`config.mk`:
```
export PLATFORM = sky130hd
export DESIGN_NAME = inst_fetch_queue
export DESIGN_NICKNAME = d
export VERILOG_FILES = /design/src/rtl/inst_fetch_queue.sv
export SDC_FILE = /design/constraint.sdc
export NUM_CORES = 1
export LEC_CHECK = 0
export BUFFER_PORTS_ARGS = -buffer_cell sky130_fd_sc_hd__buf_2
export CAP_MARGIN = 10
export CORE_ASPECT_RATIO = 1.2
export CORE_MARGIN = 5
export CORE_UTILIZATION = 55
export DETAILED_ROUTE_END_ITERATION = 12
export PLACE_DENSITY_LB_ADDON = 0.3
export RECOVER_POWER = 100
export SLEW_MARGIN = 15
export SYNTH_ARGS = -nofsm -noshare
export SYNTH_HDL_FRONTEND = slang
export SYNTH_SLANG_ARGS = --single-unit
```
`constraint.sdc`:
```
create_clock -name CLK -period 4.55 [get_ports CLK]
set_input_delay 0.455 -clock CLK [delete_from_list [all_inputs] [get_ports CLK]]
set_output_delay 0.455 -clock CLK [all_outputs]
set_load 0.005 [all_outputs]
```
`src/rtl/inst_fetch_queue.sv`:
```
// Circular instruction/PC queue between the dual-issue fetch stage and decode.
// Define FQ_BYPASS_EN to let a bundle arriving at an empty queue drive the outputs in the same cycle.
module inst_fetch_queue #(
  parameter int unsigned DEPTH = 8,
  parameter int unsigned PTR_W = 3
) (
  input  logic             CLK,
  input  logic             RST,
  input  logic             in_valid,
  input  logic [31:0]      in_inst1,
  input  logic [31:0]      in_inst2,
  input  logic [31:0]      in_PC1,
  input  logic [31:0]      in_PC2,
  output logic             in_stall,
  input  logic             flush,
  input  logic [1:0]       deq_num,
  output logic             out_valid1,
  output logic             out_valid2,
  output logic [31:0]      out_inst1,
  output logic [31:0]      out_inst2,
  output logic [31:0]      out_PC1,
  output logic [31:0]      out_PC2,
  output logic [PTR_W:0]   count
);

  localparam int unsigned CW = PTR_W + 1;
  localparam logic [CW-1:0] FullThr = CW'(DEPTH - 2);

  logic [31:0]      r_mem_inst [DEPTH];
  logic [31:0]      r_mem_pc   [DEPTH];
  logic [PTR_W-1:0] r_head, r_tail;
  logic [CW-1:0]    r_count;

  logic [PTR_W-1:0] w_head_d, w_tail_d, w_head_p1, w_base;
  logic [CW-1:0]    w_count_d;
  logic             w_enq;
  logic [1:0]       w_deq_req, w_deq_eff;
  logic [1:0]       w_wr_en;
  logic [PTR_W-1:0] w_wr_idx0, w_wr_idx1;
  logic [31:0]      w_wr_inst0, w_wr_pc0, w_wr_inst1, w_wr_pc1;

  // Stall depends on registered count only, so a same-cycle dequeue never frees room.
  assign in_stall  = r_count > FullThr;
  assign w_enq     = in_valid && !in_stall;
  assign w_deq_req = (deq_num == 2'd3) ? 2'd2 : deq_num;
  assign w_deq_eff = (r_count < CW'(w_deq_req)) ? r_count[1:0] : w_deq_req;
  assign w_head_p1 = r_head + PTR_W'(1);
  assign w_base    = flush ? '0 : r_tail;
  assign count     = r_count;

`ifdef FQ_BYPASS_EN
  logic w_bypass;
  assign w_bypass = w_enq && (flush || (r_count == '0));
`endif

  always_comb begin
    w_head_d   = r_head;
    w_tail_d   = r_tail;
    w_count_d  = r_count;
    w_wr_en    = 2'b00;
    w_wr_idx0  = w_base;
    w_wr_idx1  = w_base + PTR_W'(1);
    w_wr_inst0 = in_inst1;
    w_wr_pc0   = in_PC1;
    w_wr_inst1 = in_inst2;
    w_wr_pc1   = in_PC2;

    if (flush) begin
      w_head_d  = '0;
      w_tail_d  = '0;
      w_count_d = '0;
    end else begin
      w_head_d  = r_head + PTR_W'(w_deq_eff);
      w_count_d = r_count - CW'(w_deq_eff);
    end

    if (w_enq) begin
`ifdef FQ_BYPASS_EN
      if (w_bypass) begin
        // Decode takes the first k bundle instructions directly; only the rest is stored.
        unique case (w_deq_req)
          2'd0: begin
            w_wr_en   = 2'b11;
            w_tail_d  = w_base + PTR_W'(2);
            w_count_d = CW'(2);
          end
          2'd1: begin
            w_wr_en    = 2'b01;
            w_wr_inst0 = in_inst2;
            w_wr_pc0   = in_PC2;
            w_tail_d   = w_base + PTR_W'(1);
            w_count_d  = CW'(1);
          end
          default: begin
            w_tail_d  = w_base;
            w_count_d = '0;
          end
        endcase
      end else
`endif
      begin
        w_wr_en   = 2'b11;
        w_tail_d  = w_base + PTR_W'(2);
        w_count_d = w_count_d + CW'(2);
      end
    end
  end

  always_comb begin
    out_valid1 = r_count != '0;
    out_valid2 = r_count > CW'(1);
    out_inst1  = out_valid1 ? r_mem_inst[r_head]    : '0;
    out_PC1    = out_valid1 ? r_mem_pc[r_head]      : '0;
    out_inst2  = out_valid2 ? r_mem_inst[w_head_p1] : '0;
    out_PC2    = out_valid2 ? r_mem_pc[w_head_p1]   : '0;
`ifdef FQ_BYPASS_EN
    if (w_bypass) begin
      out_valid1 = 1'b1;
      out_valid2 = 1'b1;
      out_inst1  = in_inst1;
      out_PC1    = in_PC1;
      out_inst2  = in_inst2;
      out_PC2    = in_PC2;
    end
`endif
  end

  always_ff @(posedge CLK) begin
    if (RST) begin
      r_head  <= '0;
      r_tail  <= '0;
      r_count <= '0;
    end else begin
      r_head  <= w_head_d;
      r_tail  <= w_tail_d;
      r_count <= w_count_d;
    end
  end

  // Storage carries no reset; entries are only observable once counted.
  always_ff @(posedge CLK) begin
    if (!RST) begin
      if (w_wr_en[0]) begin
        r_mem_inst[w_wr_idx0] <= w_wr_inst0;
        r_mem_pc[w_wr_idx0]   <= w_wr_pc0;
      end
      if (w_wr_en[1]) begin
        r_mem_inst[w_wr_idx1] <= w_wr_inst1;
        r_mem_pc[w_wr_idx1]   <= w_wr_pc1;
      end
    end
  end

endmodule

```
* After elaboration in Yosys (flattened, before gate mapping)
Memory sizes are Yosys's and may differ from the RTL's. A register that Yosys moved wholly into a read port is not among the register bits. Cells that the tools add are included.
Cells by class: add/subtract/negate cells 6, $lt $le $gt $ge 3, equality and inequality tests 1, muxes and demuxes 19, reduce and logical (&&, ||, !) cells 4
Operators by type and width (count):
- two-way mux 32 bit | 4
- two-way mux 3 bit | 4
- two-way mux 4 bit | 2
- adder 3 x 1 -> 3 bit, second input constant | 2
- two-way mux 1 bit | 6
- two-way mux 2 bit | 3
- adder 4 x 2 -> 4 bit, second input constant | 1
- greater-than comparator 4 x 1 -> 1 bit, second input constant | 1
- greater-than comparator 4 x 3 -> 1 bit, second input constant | 1
- less-than comparator 4 x 2 -> 1 bit | 1
- nonzero test 4 bit | 1
- subtractor 4 x 2 -> 4 bit | 1
- adder 3 x 2 -> 3 bit | 1
- adder 3 x 2 -> 3 bit, second input constant | 1
- == test 2 bit, second input constant | 1
- OR reduction 2 bit | 1
- logical AND 1 bit | 1
- zero test 1 bit | 1
Word-level totals: bits in registers 10, memory bits (writable) 512, input port bits 134, output and inout port bits 135, memories kept 2
Memory list:
- r_mem_inst | words 8, bits a word 32, rd ports 2, clocked after memory_dff 1, wr ports 2, line 29 | logic [31:0] r_mem_inst [DEPTH];
- r_mem_pc | words 8, bits a word 32, rd ports 2, clocked after memory_dff 1, wr ports 2, line 30 | logic [31:0] r_mem_pc [DEPTH];

* Logic depth before layout (Yosys ltp)
Gate-level depths: netlist of the first run.
depth after elaboration 8, mapped depth 14

* Worst setup path before layout of the first run
OpenSTA, ideal clock, no wires.
path type input -> register, start point input flush, end point memory r_mem_inst[3][0] (enable), library setup time 486 ps, arrival 4414 ps, required time 4064 ps, slack -350 ps, stages 7, path buffers 1, cell sequence buf_6 > nand2b_1 > inv_1 > ha_1 > or3b_4 > a2bb2oi_1 > nor2_1
RTL lines:
- start, declared | line 15 | input logic flush,
- end, declared | line 29

==> results.md, run 1 <==
* Nets at 2800
* Syn_nets at 2617
* # DRC at 0
* Count leader, synth: nand2_1
* Seq pwr share at 39.9%
* WP buf/inv at 2
* Largest family of logic cells by synthesized area: multiplexers
* Post-synthesis xor/xnor area fraction at 0.2898%
* # setup viols final at 0
* Initial antenna violation count at 25
* Full die area at 60580 um^2
* First-pass GRT wire length at 139600 um
* # fillers at 4422
* Measured slew at the worst slew-check pin at 2.408 ns
* Final Routed Wirelength at 93720 um
* Max VDD drop at 523.3 uV
* DRT Pass-1 Iters at 5
* Vias in the first global route at 22904
* Clock buffer depth at 3
* H-tree levels at 2
* Mux cell area share after synthesis at 28.98%
* Crit-path max FO at 42
* Setup TNS at 0 ns
* Crit path max-delay family: simple AND/OR/NAND/NOR gates
* Distinct cell type count after synthesis at 44
* Area leader, netlist: edfxtp_1
* Mapped Area at 30650 um^2
* Sequential cell area at 15580 um^2
* Vias at 22507
* Root Driver: clkbuf_16
* Area of the multi-input gates at 13860 um^2
* Yosys warns at 0
* Top Ports at 269
* Antenna Nets Post-Route at 0
* Post-synthesis compound-gate area fraction at 5.588%
* Ys flop type: edfxtp_1
* Post-synthesis adder-cell area fraction at 0.5388%
* Comb power frac at 30.8%
* Commonest cells post-synth: nand2_1, edfxtp_1, mux2_2
* Synth-to-Final Area Change at 9.792%
* Top-area cell type share of the netlist area at 50.16%
* Post-Syn Instances at 2471
* Core Box Area at 55040 um^2
* Die Wd at 225.5 um
* Final core utilization at 61.15%
* #FFs+latches synth at 522
* Critical Path Sink Type: flop
* PwrDens at 421.6 nW/um^2
* CTS Sinks at 522
* Post-synth EDFFs at 512
* Leak at 11.74 nW
* Critical Path RT at 4.91 ns
* Slew Limit Fails at 557
* Num CTS Buffers at 55
* Failing checks: max-capacitance violations, max-slew violations
* Final period utilization at 90.89%
* FFs w/ async S/R, synth at 0%
* Resize count post-CTS at 0
* Post-route setup slack at 0.4146 ns
* GRT overflow at 0
* Skew-Pair Late Insertion Delay at 0.63 ns
* Max-slew headroom at -60.55%
* Final Hold Viols at 0
* CP Data Arrival Time at 4.49 ns
* Clk_skew at 0.02680 ns
* Pin count of the biggest net entering global routing at 153
* Starting Density at 55.69%
* Fmax at 0.2418 GHz
* DR WL/cell at 27.34 um
* Clock network power share at 29.3%
* Port Buf Inserts at 268
* Cts-stage hold buffer count at 0
* Crit start category: flop
* Status: complete, but fails checks
* Max Cap Viol at 16
* DR iter-0 viols at 2537
* GP Congestion at 0.8570
* Critical path's slowest cell: or3_1
* Hold Path Class: input port to flop
* Switch share at 33.92%
* CTS tree: yes
* Critical Setup Path Class: flop to flop
* Area contributors post-synth: edfxtp_1, mux2_2, mux4_2
* Dpl ws at 1.028 ns
* Rows at 94
* RSZ-0062 raised after global routing: false
* Sw Pwr at 4.813 mW
* Sequential area share after synthesis at 50.81%
* Crit path time final at 4.135 ns
* Simple-Gate Fraction of Synth Area at 10.52%
* Hpwl dp at 52110 um
* Chip Height at 268.6 um
* Clk slew on worst S/H paths at 0.06 ns
* Pint at 9.376 mW
* Routed vias/inst at 6.566
* Setup Fix Bufs, Post-CTS at 0
* Cell Chain, Critical Path: nand2b_1 -> inv_1 -> ha_1 -> xor2_1 -> or3_1 -> clkbuf_4 -> mux2_2
* Synth Area per Inst at 12.41 um^2
* Share of layout cells above drive strength 1 at 31.74%
* CP peak stage delay at 1.22 ns
* GRT Total Usage at 30.19%
final timing paths:
kind	from	end	slack, ns	cells after the start
hold reg to reg	r_tail[0]	r_tail[0]	0.61	1
hold / removal	flush	r_head[0]	0.18	2
setup reg to reg	r_tail[1]	r_mem_inst[2][30]	0.41	7
setup / recovery	r_tail[1]	r_mem_inst[2][30]	0.41	7
through the flow:
stage	total power, mW	hold slack (ns)	area (um^2)	std cells
2_1_floorplan	8.118	0.5028	30670	2471
3_3_place_gp	10.18	0.5260	32620	3316
3_5_place_dp	10.24	0.5330	32620	3316
4_1_cts	14.36	0.1859	34210	3413
5_1_grt	14.72	0.1884	33640	3423
6_report	14.19	0.1781	33660	3428
kinds of logic after synthesis:
kind of cell / after synthesis
multiplexers: 641
AND/OR/NAND/NOR: 755
XOR/XNOR: 8
adder cells (fa/ha/maj): 12
flip-flops: 522
AO/OA/AOI/OAI: 335
buffers and inverters: 198
placed cells by master (no fill, tap or decap), types with 2 or more instances in the layout:
cell type / instances
ha_1: 10
or3_1: 4
or4_1: 65
clkbuf_2: 18
xor2_1: 4
buf_2: 164
nor3_1: 8
buf_12: 10
edfxtp_1: 512
mux2_4: 5
buf_4: 10
clkbuf_1: 122
nand2_1: 646
a21oi_1: 323
a22oi_1: 4
mux4_2: 128
mux2_2: 437
nor3b_1: 3
dfxtp_1: 7
inv_1: 8
clkinv_8: 2
nand3_4: 2
xnor2_1: 4
clkinv_1: 19
nor2b_1: 3
fa_1: 2
nand3b_1: 2
clkinv_2: 5
mux2_1: 71
clkbuf_16: 55
dfxtp_2: 2
nor2_4: 6
diode_2: 14
clkbuf_4: 4
nor2_1: 8
a2bb2oi_1: 3
routing by layer:
layer | part of all wire, % | global-route usage, % | routed length (um)
met2 | 49 | 50.98 | 46250
met4 | 4.1 | 13.01 | 3844
met1 | 36 | 38.25 | 33690
met3 | 10 | 5.989 | 9818
met5 | 0.13 | 0 | 121
sequential cells by signal, summed over array words and instances, names as in the netlist:
signal,count
r_mem_pc,256
count,4
r_tail,3
r_mem_inst,256
r_head,3
worst reg2reg max path: stages, from the launching register on:
cell	delay, ns
dfxtp_1	0.30
nand2b_1	0.10
inv_1	0.16
ha_1	0.25
xor2_1	0.42
or3_1	1.22
clkbuf_4	1.00
mux2_2	0.45
power groups by stage:
stage	clock network, mW	registers (mW)	logic, mW
6_report	4.15	5.66	4.37
3_5_place_dp	0	5.75	4.49
5_1_grt	4.40	5.67	4.65
2_1_floorplan	0	5.70	2.42
4_1_cts	4.19	5.65	4.51
3_3_place_gp	0	5.74	4.43
layout make-up:
class,count,area share (%)
diodes,14,0.1041
clock buffers,69,4.246
clock inverters,28,0.4982
inverters,8,0.08922
multi-input cells,1751,41.18
flip-flops and latches,522,46.30
well taps,720,2.677
repair buffers,316,4.911
No activity file was read; power rests on OpenSTA's default activity.
==> inputs of run 2 (changes only) <==
==> constraint.sdc (replaced) <==
create_clock -name CLK -period 4.55 [get_ports CLK]
set_input_delay 0.2275 -clock CLK [delete_from_list [all_inputs] [get_ports CLK]]
set_output_delay 0.2275 -clock CLK [all_outputs]
set_load 0.005 [all_outputs]
==> results.md, run 2 (synthesis results as in run 1) <==
* Clk slew on worst S/H paths at 0.06 ns (about the same)
* Starting Density at 55.69% (unchanged)
* Max-slew headroom at -52.74% (was -60.55%)
* GRT overflow at 0 (unchanged)
* Critical Path Sink Type: output pin (was flop)
* RR Startpoint: r_tail[0] (was r_tail[1])
* Final Hold Viols at 0 (unchanged)
* Post-layout power at 14.50 mW (was 14.19 mW)
* Full die area at 60580 um^2 (unchanged)
* Critical path's slowest cell: clkbuf_2 (was or3_1)
* H-tree levels at 2 (unchanged)
* RSZ-0062 raised after global routing: false (unchanged)
* Setup TNS at 0 ns (unchanged)
* Hpwl dp at 51470 um (was 52110 um)
* Clock buffer depth at 3 (unchanged)
* Pint at 9.683 mW (was 9.376 mW)
* CP Data Arrival Time at 3.82 ns (was 4.49 ns)
* DR iter-0 viols at 2936 (was 2537)
* Worst Hold Path Cells at 2 (unchanged)
* Rows at 94 (unchanged)
* Chip Height at 268.6 um (unchanged)
* Share of layout cells above drive strength 1 at 31.55% (was 31.74%)
* Failing checks: max-capacitance violations, max-slew violations (unchanged)
* Crit path time final at 4.044 ns (was 4.135 ns)
* Clk_skew at 0.01622 ns (was 0.02680 ns)
* Most frequent cells in the layout: nand2_1, edfxtp_1, mux2_2, a21oi_1, buf_2 (unchanged)
* # fillers at 4345 (was 4422)
* Most common cell after layout, fill and taps aside: nand2_1 (unchanged)
* Synth-to-Final Area Change at 11.82% (was 9.792%)
* First-pass GRT wire length at 140500 um (was 139600 um)
* Vias in the first global route at 23510 (was 22904)
* Port Buf Inserts at 268 (unchanged)
* CTS tree: yes (unchanged)
* CP peak stage delay at 1.64 ns (was 1.22 ns)
* Hold_sp: in_inst2[13] (was flush)
* Nets at 2848 (was 2800)
* Initial antenna violation count at 12 (was 25)
* FF-to-FF setup slack at 0.69 ns (was 0.41 ns)
* Crit-path max FO at 67 (was 42)
* Seq pwr share at 39.0% (was 39.9%)
* Max Cap Viol at 10 (was 16)
* Final period utilization at 88.88% (was 90.89%)
* Skew-Pair Late Insertion Delay at 0.61 ns (was 0.63 ns)
* R2R depth at 5 (was 7)
* # setup viols final at 0 (unchanged)
* Vias at 22915 (was 22507)
* Critical Path RT at 4.32 ns (was 4.91 ns)
* Antenna Nets Post-Route at 0 (unchanged)
* Fmax at 0.2473 GHz (was 0.2418 GHz)
* Crit path max-delay family: buffers and inverters (was simple AND/OR/NAND/NOR gates)
* Core Box Area at 55040 um^2 (unchanged)
* Routed vias/inst at 6.606 (was 6.566)
* Comb power frac at 30.4% (was 30.8%)
* Num CTS Buffers at 54 (was 55)
* CTS Sinks at 522 (unchanged)
* Critical R2R Capture: r_mem_inst[0][30] (was r_mem_inst[2][30])
* Resize count post-CTS at 0 (unchanged)
* Crit start category: flop (unchanged)
* Max VDD drop at 467.0 uV (was 523.3 uV)
* PwrDens at 422.9 nW/um^2 (was 421.6 nW/um^2)
* Root Driver: clkbuf_16 (unchanged)
* Cell Chain, Critical Path: clkbuf_2 -> mux4_2 -> nand2_1 -> a21oi_1 -> clkbuf_1 (was nand2b_1 -> inv_1 -> ha_1 -> xor2_1 -> or3_1 -> clkbuf_4 -> mux2_2)
* Hold endpoint: r_mem_inst[3][13] (was r_head[0])
* Clock network power share at 30.7% (was 29.3%)
* Final Routed Wirelength at 94390 um (was 93720 um)
* WP buf/inv at 2 (unchanged)
* Sw Pwr at 4.814 mW (was 4.813 mW)
* Critical Setup Path Class: flop to output pin (was flop to flop)
* Number of cells on the critical path at 5 (was 7)
* Leak at 12.00 nW (was 11.74 nW)
* Pin count of the biggest net entering global routing at 257 (was 153)
* Switch share at 33.21% (was 33.92%)
* GRT Total Usage at 30.23% (was 30.19%)
* Measured slew at the worst slew-check pin at 2.291 ns (was 2.408 ns)
* Hold Path Class: input port to flop (unchanged)
* Slew Limit Fails at 349 (was 557)
* GP Congestion at 0.8267 (was 0.8570)
* DR WL/cell at 27.21 um (was 27.34 um)
* Die Wd at 225.5 um (unchanged)
* DRT Pass-1 Iters at 6 (was 5)
* Status: complete, but fails checks (unchanged)
* Top Ports at 269 (unchanged)
* # DRC at 0 (unchanged)
run 2: cell count changes in the layout (fill, tap and decap cells not counted), sizes merged:
cell and change:
inv -1, clkinv -1, buf +3, clkbuf -4
dlygate4sd3 +46, bufinv +5, diode -7
run 2: power by group through the flow:
| stage | clock network (mW) | registers (mW) | logic, mW |
|---|---|---|---|
| after floorplan | 0 | 5.71 | 2.41 |
| after global placement | 0 | 5.72 | 4.40 |
| after detailed placement | 0 | 5.74 | 4.46 |
| after CTS | 4.50 | 5.64 | 4.53 |
| after global routing | 4.68 | 5.66 | 4.67 |
| final | 4.44 | 5.65 | 4.40 |
run 2: cell type report:
cell class | count | area, um^2 | area share (%)
diodes | 7 | 17.52 | 0.05110
repair buffers | 365 | 2140 | 6.242
multi-input cells | 1751 | 13880 | 40.49
flip-flops and latches | 522 | 15580 | 45.46
clock inverters | 31 | 316.6 | 0.9235
well taps | 720 | 900.9 | 2.628
clock buffers | 65 | 1414 | 4.125
inverters | 8 | 30.03 | 0.08761
run 2: worst max-delay path by stage:
stage                   start  slack (ns)                end
floorplan               flush        0.03   r_mem_inst[0][0]
detailed placement      flush        1.23  r_mem_inst[3][31]
global placement        flush        1.32    r_mem_pc[3][31]
finish              r_head[0]        0.51       out_inst1[2]
CTS                  count[1]        0.74        out_PC2[19]
global route        r_head[2]        0.40        out_PC2[20]
run 2: timing repair:
item	in CTS	in global routing
buffers inserted	0	0
hold buffers	46	0
hold endpoints to repair	71	0
setup endpoints to repair	0	0
run 2: layer usage:
layer	part of all wire [%]	global-route usage, %	vias to the layer above
met1	36	38.30	11475
met4	4.0	12.29	12
met2	50	51.62	1430
met5	0.079	0	-
li1	-	-	9728
met3	9.9	5.749	270
run 2: per-stage QoR:
step / hold WS, ns / cells / util, % / worst slack, ns / area, um^2
after floorplan: 0.3204 / 2471 / - / 0.03252 / 30670
after global placement: 0.5228 / 3319 / 59.27 / 1.316 / 32620
after detailed placement: 0.5282 / 3319 / 59.27 / 1.226 / 32620
after CTS: 0.00001188 / 3461 / 63.25 / 0.7372 / 34810
after global routing: 0.004322 / 3466 / 62.26 / 0.3955 / 34270
final: 0.007863 / 3469 / 62.27 / 0.5057 / 34280
